==> src/rtl/input_conditioner_pkg.sv <==
// Shared defaults and helpers for the button/switch input conditioner.
// Imported by the debounce channel and the top-level conditioner.
package input_conditioner_pkg;

    localparam int DEF_N_INPUTS        = 4;
    localparam int DEF_DEBOUNCE_CYCLES = 16;

    // Bits needed to count 0 .. value-1.
    function automatic int clog2(input int value);
        int w;
        int v;
        w = 0;
        v = value - 1;
        while (v > 0) begin
            w = w + 1;
            v = v >> 1;
        end
        return w;
    endfunction

endpackage

==> src/rtl/input_conditioner_debounce_channel.sv <==
// One conditioned input: polarity fix, 2-FF synchronizer,
// counter debounce and registered rise/fall pulses.
import input_conditioner_pkg::*;

module debounce_channel #(
    parameter int DEBOUNCE_CYCLES = DEF_DEBOUNCE_CYCLES,
    parameter bit ACTIVE_LOW      = 1'b1
) (
    input  logic clk,
    input  logic reset,
    input  logic raw,
    output logic level,
    output logic rise,
    output logic fall
);

    localparam int CW = clog2(DEBOUNCE_CYCLES);
    localparam logic [CW-1:0] CNT_MAX = CW'(DEBOUNCE_CYCLES - 1);

    logic          s1_q, s1_d;
    logic          s2_q, s2_d;
    logic          stable_q, stable_d;
    logic          rise_q, rise_d;
    logic          fall_q, fall_d;
    logic [CW-1:0] cnt_q, cnt_d;

    always_comb begin
        s1_d     = raw ^ ACTIVE_LOW;
        s2_d     = s1_q;
        stable_d = stable_q;
        cnt_d    = cnt_q;
        rise_d   = 1'b0;
        fall_d   = 1'b0;
        if (s2_q == stable_q) begin
            cnt_d = '0;
        end else if (cnt_q == CNT_MAX) begin
            // New value held long enough: accept it and pulse once.
            stable_d = s2_q;
            cnt_d    = '0;
            rise_d   = s2_q;
            fall_d   = ~s2_q;
        end else begin
            cnt_d = cnt_q + CW'(1);
        end
    end

    always_ff @(posedge clk) begin
        if (reset) begin
            s1_q     <= 1'b0;
            s2_q     <= 1'b0;
            stable_q <= 1'b0;
            cnt_q    <= '0;
            rise_q   <= 1'b0;
            fall_q   <= 1'b0;
        end else begin
            s1_q     <= s1_d;
            s2_q     <= s2_d;
            stable_q <= stable_d;
            cnt_q    <= cnt_d;
            rise_q   <= rise_d;
            fall_q   <= fall_d;
        end
    end

    assign level = stable_q;
    assign rise  = rise_q;
    assign fall  = fall_q;

endmodule

==> src/rtl/input_conditioner.sv <==
// N independent debounced input channels with edge pulses
// and a combined any-change strobe.
import input_conditioner_pkg::*;

module input_conditioner #(
    parameter int N_INPUTS        = DEF_N_INPUTS,
    parameter int DEBOUNCE_CYCLES = DEF_DEBOUNCE_CYCLES,
    parameter bit ACTIVE_LOW      = 1'b1
) (
    input  logic                clk,
    input  logic                reset,
    input  logic [N_INPUTS-1:0] raw_in,
    output logic [N_INPUTS-1:0] level_out,
    output logic [N_INPUTS-1:0] rise_pulse,
    output logic [N_INPUTS-1:0] fall_pulse,
    output logic                any_change
);

    for (genvar i = 0; i < N_INPUTS; i++) begin : g_ch
        debounce_channel #(
            .DEBOUNCE_CYCLES(DEBOUNCE_CYCLES),
            .ACTIVE_LOW     (ACTIVE_LOW)
        ) u_ch (
            .clk  (clk),
            .reset(reset),
            .raw  (raw_in[i]),
            .level(level_out[i]),
            .rise (rise_pulse[i]),
            .fall (fall_pulse[i])
        );
    end

    assign any_change = |{rise_pulse, fall_pulse};

endmodule

==> config.mk <==
export PLATFORM = sky130hd
export DESIGN_NAME = input_conditioner
export DESIGN_NICKNAME = d
export VERILOG_FILES = /design/src/rtl/input_conditioner_pkg.sv /design/src/rtl/input_conditioner_debounce_channel.sv /design/src/rtl/input_conditioner.sv
export SDC_FILE = /design/constraint.sdc
export NUM_CORES = 1
export LEC_CHECK = 0
export ABC_AREA = 1
export BUFFER_PORTS_ARGS = -buffer_cell sky130_fd_sc_hd__buf_2
export CAP_MARGIN = 30
export CORE_MARGIN = 2
export CORE_UTILIZATION = 40
export CTS_CLUSTER_DIAMETER = 50
export DETAILED_ROUTE_END_ITERATION = 8
export SLEW_MARGIN = 15
export SYNTH_ARGS = -nofsm -noshare
export SYNTH_HDL_FRONTEND = slang
export SYNTH_SLANG_ARGS = --single-unit
export TNS_END_PERCENT = 100
==> constraint.sdc <==
create_clock -name clk -period 1 [get_ports clk]
set_clock_uncertainty 0.1 [all_clocks]
set_input_delay 0.15 -clock clk [delete_from_list [all_inputs] [get_ports clk]]
set_output_delay 0.15 -clock clk [all_outputs]
set_load 0.01 [all_outputs]
* Word-level counts from Yosys, hierarchy flattened
Cells that the tools add are included.
Storage, ports and cells: logic and storage cells 65, output and inout bits 13, register bits after elaboration 36, input port bits 6
Cells by class: add/sub/neg operators 4, reduce and logical (&&, ||, !) cells 13, eq/ne operators 8, bitwise logic cells 16
Operator list (number):
- OR reduction 3 bit | 8
- adder 4 x 1 -> 4 bit (second input constant) | 4
- == test 4 bit (second input constant) | 4
- inverter 1 bit | 16
- AND reduction 2 bit | 4
- OR reduction 8 bit | 1
- == test 1 bit | 4

* Longest topological paths before layout
word-level depth 3, gate-level depth with buffers 5, gate-level depth less buffers 5

* By module
A second synthesis with hierarchy kept.
Unflattened totals: cell total of the unflattened synthesis 183, area, all modules 1467.7 µm²
By module, submodules not included:
- debounce_channel | cells each 42, times used 4, area each 352.8 µm², seq. area each 180.2 µm²
- input_conditioner | cells each 15, times used 1, area each 56.3 µm², seq. area each 0.0 µm²

* Worst setup path before layout
Ideal clock, no wire load.
kind register to register, from reg g_ch[1].u_ch.cnt_q[0], to reg g_ch[1].u_ch.cnt_q[0], arrival 842 ps, stages on the path, launching flop included 5, slack -58 ps, cells stage by stage dfxtp_1 > ha_1 > nand3_1 > nand3_1 > nor2_1
Between the ends: word-level cells in the longest chain between the ends 2, elaborated cells between the ends (all ways) 3, those cells by class 1 x add/sub; 1 x eq/ne; 1 x reduce/logical
Ends and longest elaborated chain:
- start, declared | RTL line input_conditioner_debounce_channel.sv:25 | logic [CW-1:0] cnt_q, cnt_d;
- start signal, assigned | RTL line input_conditioner_debounce_channel.sv:59 | cnt_q <= cnt_d;
- branches (longest 2 deep; another with adder 4 x 1 -> 4 bit)
Several ways; the timed one is not identified. A chain may end at the register's enable or synchronous reset.

* Final worst setup path
from reg g_ch[2].u_ch.rise_q, to out any_change
Between the ends: word-level cells in the longest chain between the ends 1
Ends and longest elaborated chain:
- start, declared | RTL line input_conditioner_debounce_channel.sv:23 | logic rise_q, rise_d;
- start signal, assigned | RTL line input_conditioner_debounce_channel.sv:60 | rise_q <= rise_d;
- OR reduction 8 bit | RTL line input_conditioner.sv:33 | assign any_change = |{rise_pulse, fall_pulse};
- end, declared | RTL line input_conditioner.sv:16 | output logic any_change
No other way between the ends.

==> results_dict.tcl <==
set metrics [dict create \
    leakagePower_nw 0.866 \
    holdCritStartpoint "reset" \
    dr.pass1.iters 4 \
    gp_congestion 0.780 \
    syn-num-nets 186 \
    synthFlopType "dfxtp_1" \
    path_clk_slew_ns 0.11 \
    swShare_pct 23.0 \
    cp.arrival_ns 1.02 \
    cell_internal_pwr_mw 1.83 \
    status "finished with violations" \
    critPathTopFamily "flip-flops" \
    end_kind "output pin" \
    vias_per_cell 4.70 \
    fin_util_pct 61.4 \
    grt_pass1_vias 1143 \
    clock-sinks 36 \
    hold_depth 3 \
    violations "setup timing" \
    synth-edff-count 0 \
    seqCellArea_um2 761 \
    die-area_um2 4090 \
    synthDominantCellAreaShare_pct 50.1 \
    synth_top_area_cell "dfxtp_1" \
    synthCells 176 \
    rsz0062_at_grt "true" \
    nNetsFinal 219 \
    setup-violations-final 30 \
    die_width_um 64.0 \
    drt_iter0_markers 64 \
    r2r-start "g_ch[1].u_ch.cnt_q[1]$_SDFF_PP0_" \
    p_total_mw 2.38 \
    synth-seq-area-share_pct 50.1 \
    reg2reg_slack_ns -0.04 \
    seqPwrFrac_pct 61.3 \
    power_density_nw_per_um2 1140 \
    critPathRequiredTime_ns 0.75 \
    critPathBufInv 1 \
    coreArea_um2 3390 \
    root_buffer "clkbuf_4" \
    ant_nets 0 \
    drive_above_1_share_pct 53.8 \
    slowest_stage "dfxtp_2" \
    wl_mm 3.04 \
    syn_to_final_growth_pct 44.7 \
    rows 21 \
    synth_area_per_cell_um2 8.17 \
    ys_types 15 \
    num_vias 1202 \
    route.detailed.drc 0 \
    power_frac_comb_pct 4.3 \
    hold_path_class "input port to flop" \
    cp-start-kind "flop" \
    startpoint "g_ch[2].u_ch.rise$_SDFF_PP0_" \
    preCtsSetupSlack_ns -0.0705 \
    tns_ns -1.40 \
    cts_inserted_buffers 5 \
    crit_chain "nor2_1 -> nand4_1 -> buf_2" \
    hold_viol 0 \
    fillers 291 \
    crit_fanout 2 \
    grt_pass1_wl_mm 4.91 \
    hpwl_mm 1.81 \
    grt-ovfl-total 0 \
    power.share.clock_pct 34.4 \
    slew_viol_final 0 \
    setup_ws_ns -0.268 \
    ys_top_cells_by_count "dfxtp_1, inv_1, nor2_1" \
    reg2reg_depth 4 \
    period_needed_ns 1.27 \
    cts_max_path_buffers 2 \
    port_buffers 18 \
    netlist_area_um2 1440 \
    maxCapViolations 0 \
    tritoncts "done" \
    yosysWarnings 0 \
    synthArstFlopShare_pct 0 \
    io_pins 19 \
    dieHeight_um 64.0 \
    crit_type "flop to output pin" \
    htreeDepth 2 \
    antenna_cells 0 \
    path_depth 3 \
    fmax_mhz 789 \
    multi_input_area_um2 712 \
    grt_max_degree 13 \
    ys_ff_latch 36 \
    cpPeakStageDelay_ns 0.34 \
    start_util_pct 42.4 \
    worstSkewPairLatency_ns 0.34 \
    synth_area_leaders "dfxtp_1, inv_1, nand4_1" \
    p_switching_mw 0.547 \
    slew_headroom_pct 77.6 \
    drt-wirelength-per-cell_um 11.9 \
    antenna_found_initial 0 \
    tightest_slew_ns 0.335 \
    finalCritPeriodShare_pct 127 \
    hold_ws_ns 0.0763 \
    grt.total_usage_pct 16.0 \
    synth.most_common_cell "dfxtp_1" \
    peakVddDrop_v 0.000902 \
]
## timing repair
item	CTS	global route
hold buffers	4	0
pin swaps	19	16
endpoints found under the setup margin	40	41
buffers inserted	7	4
hold endpoints to repair	4	0
resized for setup	61	35
## flip-flops by register name, summed over array words and instances, names as in the netlist
register,flops
g_ch.u_ch.fall,4
g_ch.u_ch.s2_q,4
g_ch.u_ch.rise,4
g_ch.u_ch.cnt_q,16
g_ch.u_ch.s1_q,4
g_ch.u_ch.level,4
## through the flow
stage | instance area (µm²) | std cells
floorplan | 1470 | 176
global placement | 1560 | 233
detailed placement | 1560 | 233
CTS | 1940 | 252
global route | 2080 | 256
finish | 2080 | 256
## cells by family (layout without fill, tap and decap cells)
kind of cell	after synthesis	count (layout)	share of synthesized area, %
xor gates and xnor gates	4	4	2.44
buffers and inverters	47	81	16.0
AOI/OAI and AO/OA	4	4	1.39
DFF	36	36	50.1
and+or+nand+nor	81	81	26.5
adders and majority gates	4	4	3.48
## cell usage in the layout (no fill, tap or decap)
cell type	count
a21oi_1	3
a21oi_2	1
buf_2	7
buf_4	12
buf_6	17
clkbuf_1	1
clkbuf_4	5
clkbuf_8	1
clkinvlp_4	1
dfxtp_1	12
dfxtp_2	20
dfxtp_4	4
dlygate4sd3_1	4
ha_4	4
inv_1	24
inv_2	6
inv_4	3
nand2_1	13
nand2_2	11
nand3_1	4
nand3_4	8
nand4_1	17
nor2_1	17
nor2_2	9
nor2_4	2
xnor2_1	2
xnor2_2	1
xnor2_4	1
## path summary, 6_finish.rpt
check                                      to
min           g_ch[0].u_ch.level$_SDFFE_PP0P_
min reg2reg      g_ch[3].u_ch.s2_q$_SDFF_PP0_
max                                any_change
max reg2reg  g_ch[1].u_ch.cnt_q[3]$_SDFF_PP0_
## final cells by class
class / instances / share of cell area [%]
multi-input cells: 93 / 34.2
well taps: 46 / 2.77
flip-flops and latches: 36 / 36.6
clock inverters: 1 / 0.361
repair buffers: 40 / 17.1
clock buffers: 7 / 2.65
inverters: 33 / 6.31
## per-layer routing
metal  vias to the layer above  wire length [µm]  share of wire (%)  track usage [%]
met3                         8               120                3.9             5.63
li1                        611                 -                  -                -
met4                         0                70                2.3             8.15
met5                         -                 0                  0                0
met2                        25              1700                 56             29.8
met1                       558              1150                 38             15.3
## power by group through the flow
stage	sequential, mW	combinational [mW]	clock (mW)
6_report	1.46	0.103	0.819
5_1_grt	1.46	0.116	0.944
4_1_cts	1.46	0.0936	0.864
3_5_place_dp	1.50	0.0745	0
3_3_place_gp	1.50	0.0710	0
2_1_floorplan	1.50	0.0457	0
## worst register-to-register path: stages, from the launching register on
cell	delay (ns)
dfxtp_4	0.37
ha_4	0.18
nand3_4	0.11
nand3_4	0.12
nor2_1	0.11
No activity file was read; power rests on OpenSTA's default activity.
